$ cat src/rtl/game_key_pkg.sv
// Shared scan codes, key indices and receive-FSM states for the PS/2 game key block.
package game_key_pkg;

    localparam logic [7:0] SC_EXT   = 8'hE0;
    localparam logic [7:0] SC_BRK   = 8'hF0;
    localparam logic [7:0] SC_W     = 8'h1D;
    localparam logic [7:0] SC_S     = 8'h1B;
    localparam logic [7:0] SC_ENTER = 8'h5A;
    localparam logic [7:0] SC_E     = 8'h24;
    localparam logic [7:0] SC_UP    = 8'h75;
    localparam logic [7:0] SC_DOWN  = 8'h72;

    localparam int KEY_UP   = 0;
    localparam int KEY_DOWN = 1;
    localparam int KEY_OK   = 2;
    localparam int KEY_ACT  = 3;

    typedef enum logic [1:0] {IDLE, RECV, CHECK} rx_state_t;

    typedef struct packed {
        logic       hit;
        logic [1:0] idx;
    } key_map_t;

    // Arrow codes only count behind E0; letter/Enter codes only without it.
    function automatic key_map_t map_code(input logic [7:0] code, input logic ext);
        key_map_t m;
        m.hit = 1'b1;
        m.idx = 2'd0;
        if (ext) begin
            case (code)
                SC_UP:   m.idx = 2'(KEY_UP);
                SC_DOWN: m.idx = 2'(KEY_DOWN);
                default: m.hit = 1'b0;
            endcase
        end else begin
            case (code)
                SC_W:     m.idx = 2'(KEY_UP);
                SC_S:     m.idx = 2'(KEY_DOWN);
                SC_ENTER: m.idx = 2'(KEY_OK);
                SC_E:     m.idx = 2'(KEY_ACT);
                default:  m.hit = 1'b0;
            endcase
        end
        return m;
    endfunction

endpackage

$ cat src/rtl/ps2_rx.sv
// PS/2 frame receiver: pin synchronisers, ps2_clk glitch filter, 11-bit frame FSM
// with odd-parity/start/stop checking and an inter-edge timeout.
module ps2_rx
    import game_key_pkg::*;
#(
    parameter int FILTER_LEN     = 8,
    parameter int TIMEOUT_CYCLES = 65000
) (
    input  logic       clk,
    input  logic       rst,
    input  logic       ps2_clk,
    input  logic       ps2_data,
    output logic [7:0] byte_data,
    output logic       byte_valid,
    output logic       frame_err
);

    localparam int FW = $clog2(FILTER_LEN + 1);
    localparam int TW = $clog2(TIMEOUT_CYCLES + 1);

    logic [1:0]    clk_sync;
    logic [1:0]    data_sync;
    logic          clk_filt;
    logic [FW-1:0] filt_cnt;
    logic          fall;
    rx_state_t     state;
    logic [3:0]    bit_cnt;
    logic [9:0]    shift;
    logic [TW-1:0] tmo_cnt;
    logic          frame_ok;

    always_ff @(posedge clk or posedge rst) begin
        if (rst) begin
            clk_sync  <= 2'b11;
            data_sync <= 2'b11;
        end else begin
            clk_sync  <= {clk_sync[0], ps2_clk};
            data_sync <= {data_sync[0], ps2_data};
        end
    end

    // The filtered level only flips after FILTER_LEN consecutive disagreeing samples.
    always_ff @(posedge clk or posedge rst) begin
        if (rst) begin
            clk_filt <= 1'b1;
            filt_cnt <= '0;
            fall     <= 1'b0;
        end else begin
            fall <= 1'b0;
            if (clk_sync[1] == clk_filt) begin
                filt_cnt <= '0;
            end else if (filt_cnt == FW'(FILTER_LEN - 1)) begin
                clk_filt <= clk_sync[1];
                filt_cnt <= '0;
                fall     <= clk_filt;
            end else begin
                filt_cnt <= filt_cnt + FW'(1);
            end
        end
    end

    // After ten shifts: [7:0] data, [8] parity, [9] stop.
    assign frame_ok   = (^shift[8:0]) && shift[9];
    assign byte_valid = (state == CHECK) && frame_ok;
    assign byte_data  = shift[7:0];

    always_ff @(posedge clk or posedge rst) begin
        if (rst) begin
            state     <= IDLE;
            bit_cnt   <= '0;
            shift     <= '0;
            tmo_cnt   <= '0;
            frame_err <= 1'b0;
        end else begin
            frame_err <= 1'b0;
            tmo_cnt   <= (state != RECV || fall) ? '0 : tmo_cnt + TW'(1);
            case (state)
                IDLE: begin
                    if (fall && !data_sync[1]) begin
                        state   <= RECV;
                        bit_cnt <= '0;
                        shift   <= '0;
                    end
                end
                RECV: begin
                    if (fall) begin
                        shift <= {data_sync[1], shift[9:1]};
                        if (bit_cnt == 4'd9)
                            state <= CHECK;
                        else
                            bit_cnt <= bit_cnt + 4'd1;
                    end else if (tmo_cnt == TW'(TIMEOUT_CYCLES - 1)) begin
                        frame_err <= 1'b1;
                        state     <= IDLE;
                        shift     <= '0;
                    end
                end
                CHECK: begin
                    if (!frame_ok)
                        frame_err <= 1'b1;
                    state <= IDLE;
                end
                default: state <= IDLE;
            endcase
        end
    end

endmodule

$ cat src/rtl/game_key_ps2.sv
// PS/2 keyboard front end for the game: decodes E0/F0-prefixed scan codes into
// held key levels and rising-edge press pulses.
module game_key_ps2
    import game_key_pkg::*;
#(
    parameter int FILTER_LEN     = 8,
    parameter int TIMEOUT_CYCLES = 65000
) (
    input  logic       clk,
    input  logic       rst,
    input  logic       ps2_clk,
    input  logic       ps2_data,
    output logic [3:0] key,
    output logic [3:0] key_press,
    output logic       frame_err
);

    logic [7:0] byte_data;
    logic       byte_valid;
    logic       ext;
    logic       brk;
    key_map_t   km;

    ps2_rx #(
        .FILTER_LEN     (FILTER_LEN),
        .TIMEOUT_CYCLES (TIMEOUT_CYCLES)
    ) u_rx (
        .clk        (clk),
        .rst        (rst),
        .ps2_clk    (ps2_clk),
        .ps2_data   (ps2_data),
        .byte_data  (byte_data),
        .byte_valid (byte_valid),
        .frame_err  (frame_err)
    );

    assign km = map_code(byte_data, ext);

    // Prefix flags survive bad frames; a make of an already-held key raises no pulse.
    always_ff @(posedge clk or posedge rst) begin
        if (rst) begin
            key       <= '0;
            key_press <= '0;
            ext       <= 1'b0;
            brk       <= 1'b0;
        end else begin
            key_press <= '0;
            if (byte_valid) begin
                if (byte_data == SC_EXT) begin
                    ext <= 1'b1;
                end else if (byte_data == SC_BRK) begin
                    brk <= 1'b1;
                end else begin
                    ext <= 1'b0;
                    brk <= 1'b0;
                    if (km.hit) begin
                        if (brk) begin
                            key[km.idx] <= 1'b0;
                        end else begin
                            key[km.idx]       <= 1'b1;
                            key_press[km.idx] <= ~key[km.idx];
                        end
                    end
                end
            end
        end
    end

endmodule

$ cat config.mk
export PLATFORM = sky130hd
export DESIGN_NAME = game_key_ps2
export DESIGN_NICKNAME = d
export VERILOG_FILES = /design/src/rtl/game_key_pkg.sv /design/src/rtl/ps2_rx.sv /design/src/rtl/game_key_ps2.sv
export SDC_FILE = /design/constraint.sdc
export NUM_CORES = 1
export LEC_CHECK = 0
export BUFFER_PORTS_ARGS = -buffer_cell sky130_fd_sc_hd__buf_2
export CORE_UTILIZATION = 55
export CTS_CLUSTER_SIZE = 16
export DETAILED_ROUTE_END_ITERATION = 10
export HOLD_SLACK_MARGIN = 0.1
export PLACE_DENSITY = 0.78
export REMOVE_ABC_BUFFERS = 1
export SLEW_MARGIN = 20
export SYNTH_ARGS = -nofsm -noshare
export SYNTH_HDL_FRONTEND = slang
export SYNTH_SLANG_ARGS = --single-unit
$ cat constraint.sdc
create_clock -name clk -period 2.2 [get_ports clk]
set_clock_uncertainty 0.1 [all_clocks]
set_input_delay 0.11 -clock clk [delete_from_list [all_inputs] [get_ports clk]]
set_output_delay 0.11 -clock clk [all_outputs]
set_load 0.05 [all_outputs]
Word level (Yosys, flattened, before mapping) --
Index checks and enable logic that the tools add are counted.
Storage, ports and cells: register bits after elaboration 53, input bits 4, output and inout bits 9, logic and storage cells 106
Operators by class: add/subtract/negate cells 3, order comparisons 2, eq/ne operators 21, muxes and demuxes 40, bitwise gates (word level) 8, reduce and logical (&&, ||, !) cells 18
Operators with widths (number):
- $mux W4 | 11
- $mux W10 | 3
- $eq A8 B7 Y1 const B | 3
- $pmux W10 S2 | 1
- $add A16 B1 Y16 const B | 1
- $eq A16 B16 Y1 const B | 1
- $eq A8 B5 Y1 const B | 2
- $eq A8 B8 Y1 const B | 2
- $mux W16 | 1
- $mux W1 | 13
- $reduce_xor A9 Y1 | 1
- $add A4 B1 Y4 const B | 2
- $and A4 B4 Y4 | 2
- $eq A8 B6 Y1 const B | 1
- $mux W2 | 4
- $pmux W4 S2 | 1
- $reduce_and A4 Y1 | 2
- $ne A2 B1 Y1 const B | 3
- $pmux W2 S3 | 1
- $reduce_and A2 Y1 | 3
- $reduce_and A3 Y1 | 2
- $eq A4 B3 Y1 const B | 1
- $eq A4 B4 Y1 const B | 1
- $logic_and A1 B1 Y1 | 4
- 22 further kinds | 26

Longest topological paths before layout --
Gate-level depths: netlist (run 1).
word-level depth 14, mapped depth 8, gate-level depth less buffers 7

Hierarchy --
Synthesis (run 1) repeated with hierarchy kept, for this count alone.
Second synthesis, totals: cell total of the unflattened synthesis 259, area total of the unflattened synthesis 2791.4 µm²
By module, submodules not included:
- ps2_rx | instances 1, cells each 196, area an instance 2154.6 µm², sequential area each 1082.3 µm²
- game_key_ps2 | instances 1, cells each 63, area an instance 636.9 µm², sequential area each 250.2 µm²

Least setup slack after synthesis (run 1) --
No wires, ideal clock.
path type reg2reg, start register u_rx.shift[1], end register (tool-made name), library setup time 0.128 ns, data arrival time 2.023 ns, required time 1.972 ns, slack -0.050 ns, stages on the path, launching flop included 8, path buffers 0, clock period less this slack 2.250 ns, path through dfrtp_1 inv_1 ha_1 xnor3_1 xnor2_1 nand4_1 nor3_1 mux2_1
RTL lines:
- from (decl) | line ps2_rx.sv:28 | logic [9:0] shift;
- from (signal assigned) | line ps2_rx.sv:87 | shift <= {data_sync[1], shift[9:1]};

==> results of run 1 <==
## timing repair
item                                    in CTS  in global routing
resized for setup                            1                  9
endpoints found under the hold margin       50                  0
hold buffers                                 3                  0
endpoints found under the setup margin       1                 12
pin swaps                                    0                  6
buffers inserted                             0                  7
## state kept, by name (all words and copies together) (netlist names), 2 cells and up, named ones only
signal,cells
key_press,4
u_rx.shift,10
u_rx.clk_sync,2
u_rx.state,2
u_rx.bit_cnt,4
u_rx.data_sync,2
u_rx.filt_cnt,4
u_rx.tmo_cnt,16
## cells by family after synthesis
family / after synthesis
simple gates: 97
flops: 53
compound gates: 39
buf+inv: 28
fa+ha+maj: 21
xor+xnor: 18
mux: 13
## layer usage
metal | routed length, um | vias to the layer above | track usage
met5 | 0 | - | 0
met4 | 133 | 0 | 0.0876
met3 | 172 | 17 | 0.0466
met2 | 2770 | 49 | 0.398
met1 | 2370 | 1030 | 0.269
li1 | - | 1020 | -
## worst max-delay path, stage by stage (launching register included)
cell and delay (ns):
dfrtp_1 0.40, inv_2 0.09, ha_4 0.21, xnor3_1 0.37, xnor2_2 0.20, nand4_1 0.15
nor3_2 0.22, mux2_1 0.34
## power groups by stage
stage,Sequential (mW),Clock (mW),Combinational [mW]
after global routing,1.11,0.613,0.417
final,1.10,0.565,0.367
after CTS,1.10,0.583,0.370
after floorplan,1.10,0,0.255
after detailed placement,1.12,0,0.363
after global placement,1.11,0,0.349
## synth_stat cells (3+ instances only)
| master | instances |
|---|---|
| a21oi_1 | 9 |
| and3_1 | 5 |
| clkbuf_1 | 4 |
| dfrtp_1 | 48 |
| dfstp_2 | 5 |
| ha_1 | 21 |
| inv_1 | 22 |
| mux2i_1 | 9 |
| nand2_1 | 13 |
| nand3_1 | 19 |
| nand4_1 | 8 |
| nor2_1 | 20 |
| nor2b_1 | 6 |
| nor3_1 | 9 |
| nor4_1 | 3 |
| o21ai_0 | 9 |
| o21ai_1 | 3 |
| xnor2_1 | 11 |
| xor2_1 | 6 |
## layout by cell type (no fill, tap or decap), types with 3 or more instances in the layout
master / synthesis / routed
nand2_1: 13 / 13
o21ai_0: 9 / 8
nor2b_1: 6 / 6
inv_2: 0 / 3
clkbuf_8: 0 / 5
nor4_1: 3 / 3
dfrtp_1: 48 / 48
nand4_1: 8 / 8
mux2i_1: 9 / 9
ha_1: 21 / 19
nand3_1: 19 / 19
nor3_1: 9 / 8
buf_2: 0 / 12
nor2_1: 20 / 20
a21oi_1: 9 / 9
clkinvlp_4: 0 / 3
inv_1: 22 / 19
xnor2_1: 11 / 10
dfstp_2: 5 / 5
buf_4: 0 / 24
dlygate4sd3_1: 0 / 3
o21ai_1: 3 / 4
xor2_1: 6 / 6
and3_1: 5 / 5
## metrics by stage
| stage | setup slack [ns] | power (mW) |
|---|---|---|
| global route | -0.114 | 2.14 |
| finish | 0.0196 | 2.03 |
| floorplan | -0.146 | 1.36 |
| detailed placement | 0.00213 | 1.48 |
| CTS | 0.0284 | 2.05 |
| global placement | 0.0729 | 1.46 |
## final timing paths
check,cells after the start,startpoint,slack (ns),endpoint
max in group asynchronous,4,rst,1.13,u_rx.clk_filt
worst max register to register,7,u_rx.shift[6],0.02,flip-flop
worst min-delay path,3,rst,0.22,u_rx.filt_cnt[2]
worst min register to register,0,u_rx.clk_sync[0],0.26,u_rx.clk_sync[1]
min in group clk,0,u_rx.clk_sync[0],0.26,u_rx.clk_sync[1]
worst max-delay path,7,u_rx.shift[6],0.02,flip-flop
## final cells by class
type | count | area share
multi-input combinational | 188 | 0.430
clock buffer | 5 | 0.0210
sequential | 53 | 0.407
inverter | 23 | 0.0264
tap | 67 | 0.0256
clock inverter | 3 | 0.00688
timing repair buffer | 39 | 0.0826
==> metrics, run 1 <==
Slew HR=0.664; mux contribution to synthesized area=0.0495; RSZ-0062 raised after global routing=true; num rows=25; Syn Inst Count=269; max frequency=0.459 GHz; Avg WL per Cell=14.4 um; Tcrit/Tclk final=0.991; CTS clock-pin slew for the worst setup and hold paths=0.11 ns; part of the Yosys area used for sequential elements=0.475; first-pass GRT wire length=9160 um; Final setup viols=0; die extent in x=73.4 um; largest family of logic cells by synthesized area=simple AND/OR/NAND/NOR gates; post-route ant nets=0; Worst IR Drop VDD=0.000541 V; dpl hpwl=3890 um; asr flop ratio synth=1.00; Sequential Area=1330 sq um; Synth Area in Simple Gates=0.191; area grow syn2layout=16.6%; fin crit period=2.18 ns; global route overflow=0; Hold Slack=0.218 ns; Post-Synth XOR/XNOR Area=0.0611; synth unique cells=51; DR vias/cell=5.60; Slew Viols, Final=0; die outline area=5390 sq um; synth top area cells=dfrtp_1, ha_1, dfstp_2; Worst setup SP type=flip-flop; initial antenna violation count=0; flops & latches, synth=53; vias in the first global route=2108; CTS Buf Count=5; maximum number of pins on one net before global-route repair=20; Top-Level Pins=13; Net Sw Frac=0.304; syn_area_per_cell=10.4 sq um; post-synth top area share=0.428; max-cap viol count=0; critical path peak fanout=2; Layout Cells excl Fill=378; Slew @ Worst Pin=0.499 ns; placement-stage cell area=3050 sq um; # port buffers=12; Placed Instances=360; Max Root-Sink Buffers=2; Ant. Diodes=0; routed vias=2116; number of remaining DRC errors=0; routability cong.=0.896; sequential share of power=0.541; multi-input combinational cell area=1410 sq um; outcome=complete, no violations; final net count=335; DRT Pass-1 Iters=4; Hold WC Path Type=in -> async; Synth Area in Compound Gates=0.0901; leading area contributor after synthesis=dfrtp_1; combinational share of power=0.181; post-route cell area=3270 sq um; Static Leak=1.53 nW; EDFF count, synth=0; Main synth FF type=dfrtp_1; setup TNS=0 ns; worst skew pair latency=0.32 ns; sw power=0.618 mW; clock sink count=53; CP arrival=2.29 ns; Data required, critical path=2.31 ns; power density over the cells=620 nW/um^2; final core occ=0.679; Fin. Hold Viols=0; final wirelength=5450 um; CTS Root Cell=clkbuf_8; post-synthesis adder-cell area fraction=0.0936; Internal Power=1.41 mW; fill count=368; TritonCTS clock tree=yes; drt first-iter violations=109; crit end category=flip-flop; critical path type=reg -> reg; Core ar.=4820 sq um; yosys warns=0; H-tree Lvls=2; Die H=73.4 um; GRT Util Overall=0.225; Clk pwr share=0.278; Post-Syn Area=2810 sq um; share of layout cells above drive strength 1=0.215; Initial Utilization=0.583
Note: power is estimated with default switching activity, not from simulation.
==> run 2, diff against run 1 <==
PLACE_DENSITY = 0.75   (was 0.78)
==> run 2 against run 1 <==
The run now ends with negative setup slack left. Worst setup slack got worse by 0.10 ns. Fmax decreased by 4.4%. Design area increased by 0.76%. Power rose by 0.82%. Clock power rose by 3%. Global-route usage up 0.17 points. Routed wire length grew 3.9%. Combinational power is essentially flat. Flip-flop and latch count unchanged. Die area unchanged. Hold slack better by 0.037 ns. Largest power group unchanged.
==> metrics, run 2 (synthesized netlist as in run 1, its figures left out) <==
initial antenna violation count=0 (unchanged); # port buffers=12 (unchanged); die extent in x=73.4 um (unchanged); slowest stage delay, CP=0.42 ns (+0.02 ns); maximum number of pins on one net before global-route repair=32 (+60%); critical path type=reg -> reg; clock sink count=53 (unchanged); Largest register FFs=16 (unchanged); max frequency=0.439 GHz (-4.4%); fin crit period=2.28 ns (+0.100 ns); multi-input combinational cell area=1450 sq um (+2.8%); routability cong.=0.936 (+4.5%); Slew HR=0.663 (-0.00121); Ant. Diodes=0 (unchanged); first-pass GRT wire length=9240 um (+0.83%); Worst setup SP type=flip-flop; Initial Utilization=0.583 (unchanged); Data required, critical path=2.31 ns (about the same); power density over the cells=621 nW/um^2 (about the same); H-tree Lvls=2 (unchanged); Die H=73.4 um (unchanged); DRT Pass-1 Iters=4 (unchanged); critical path peak fanout=2 (unchanged); Slew Viols, Final=0 (unchanged); commonest cells after routing, fill and taps aside=dfrtp_1, nor2_1, buf_4, nand3_1, inv_1; die outline area=5390 sq um (unchanged); worst skew pair latency=0.32 ns (about the same); DR vias/cell=5.57 (-0.46%); Avg WL per Cell=15.1 um (+5.1%); Clk pwr share=0.285 (+0.007); Final setup viols=3 (+3); sw power=0.626 mW (+1.4%); fill count=394 (+7.1%); Slew @ Worst Pin=0.501 ns (+0.00179 ns); Top Registers=u_rx.tmo_cnt (16), u_rx.shift (10); Static Leak=1.52 nW (-0.61%); global route overflow=0 (unchanged); max-cap viol count=0 (unchanged); Hold WC Path Type=in -> async; setup TNS=-0.130 ns (-0.130 ns); Max Root-Sink Buffers=2 (unchanged); Internal Power=1.42 mW (+0.57%); combinational share of power=0.180 (about the same); number of remaining DRC errors=0 (unchanged); RSZ-0062 raised after global routing=true; post-route cell area=3300 sq um (+0.76%); final core occ=0.684 (+0.00520); TritonCTS clock tree=yes; final net count=331 (-1.2%); CP arrival=2.39 ns (+0.10 ns); Fin. Hold Viols=0 (unchanged); vias in the first global route=2112 (+0.19%); Net Sw Frac=0.306 (+0.00170); CTS Buf Count=5 (unchanged); num rows=25 (unchanged); post-route ant nets=0 (unchanged); share of layout cells above drive strength 1=0.225 (+0.00932); drt first-iter violations=151 (+39%); sequential share of power=0.536 (-0.005); Worst Slack Setup Final=-0.0804 ns (-0.100 ns); final wirelength=5660 um (+3.9%); failing checks=negative setup slack; GRT Util Overall=0.227 (+0.00170); area grow syn2layout=17.5%; pre-CTS setup slack=-0.0904 ns (-0.0926 ns); most common cell after layout, fill and taps aside=dfrtp_1; dpl hpwl=3730 um (-4.1%); Tcrit/Tclk final=1.04 (+0.0454); Core ar.=4820 sq um (unchanged); crit end category=flip-flop; Top-Level Pins=13 (unchanged); placement-stage cell area=3050 sq um (about the same); CTS clock-pin slew for the worst setup and hold paths=0.10 ns (about the same); routed vias=2084 (-1.5%); Sequential Area=1330 sq um (unchanged); Top reg by flops=u_rx.tmo_cnt; CP max-delay cell=xnor3_1; CTS Root Cell=clkbuf_8; Worst IR Drop VDD=0.000504 V (-6.9%); outcome=finished with violations; crit-path cells=inv_2, ha_4, xnor3_1, xnor2_2, nand4_1, nor3_2, mux2_4; Hold Slack=0.255 ns (+0.0374 ns)
[run 2: cell count changes in the layout (fill, tap and decap cells not counted), moves of 2 or more]
cell,previous run,this run
buf_4,24,19
clkinvlp_4,3,1
ha_1,19,15
ha_4,1,4
inv_6,0,2
[run 2: power by group through the flow]
stage	clock, mW	combinational [mW]	sequential (mW)
6_report	0.583	0.367	1.10
5_1_grt	0.635	0.419	1.11
4_1_cts	0.599	0.370	1.10
3_5_place_dp	0	0.363	1.11
3_3_place_gp	0	0.350	1.11
2_1_floorplan	0	0.255	1.10
[run 2: path summary, 6_finish.rpt]
path                            slack, ns  depth (start not counted)                to             start
worst max-delay path                -0.08                          7         flip-flop     u_rx.shift[1]
worst min-delay path                 0.26                          3   u_rx.bit_cnt[0]               rst
worst max register to register      -0.08                          7         flip-flop     u_rx.shift[1]
worst min register to register       0.26                          0  u_rx.clk_sync[1]  u_rx.clk_sync[0]
max in group asynchronous            1.13                          4  u_rx.clk_sync[0]               rst
min in group clk                     0.26                          0  u_rx.clk_sync[1]  u_rx.clk_sync[0]
[run 2: final cells by class]
type,instances,share of cell area
clock inverters,3,0.00759
flip-flops and latches,53,0.404
multi-input cells,188,0.439
inverters,23,0.0262
clock buffers,5,0.0209
repair buffers,35,0.0767
well taps,67,0.0254
[run 2: what timing repair did]
item | in CTS | in global routing
hold endpoints to repair | 24 | 0
endpoints found under the setup margin | 1 | 18
hold buffers | 3 | 0
gates resized for setup | 2 | 18
pin swaps | 0 | 8
setup buffers | 0 | 5
[run 2: metrics by stage]
stage	total power [mW]	instances
6_report	2.05	374
5_1_grt	2.16	374
4_1_cts	2.07	369
3_5_place_dp	1.48	358
3_3_place_gp	1.46	358
2_1_floorplan	1.36	264
[run 2: routing by layer]
layer / up-vias / part of all wire / routed length, um / global-route usage
met5: - / 0 / 0 / 0
met4: 0 / 0.022 / 125 / 0.107
met3: 13 / 0.040 / 224 / 0.0535
met2: 46 / 0.49 / 2780 / 0.384
met1: 1006 / 0.45 / 2540 / 0.274
li1: 1019 / - / - / -
[run 2: worst max-delay path: cells and delay by family (launching register included)]
family                   cells  cell delay, ns
XOR/XNOR                     2            0.62
multiplexers                 1            0.32
buffers and inverters        1            0.07
AND/OR/NAND/NOR              2            0.43
adder cells (fa/ha/maj)      1            0.25
flip-flops                   1            0.39
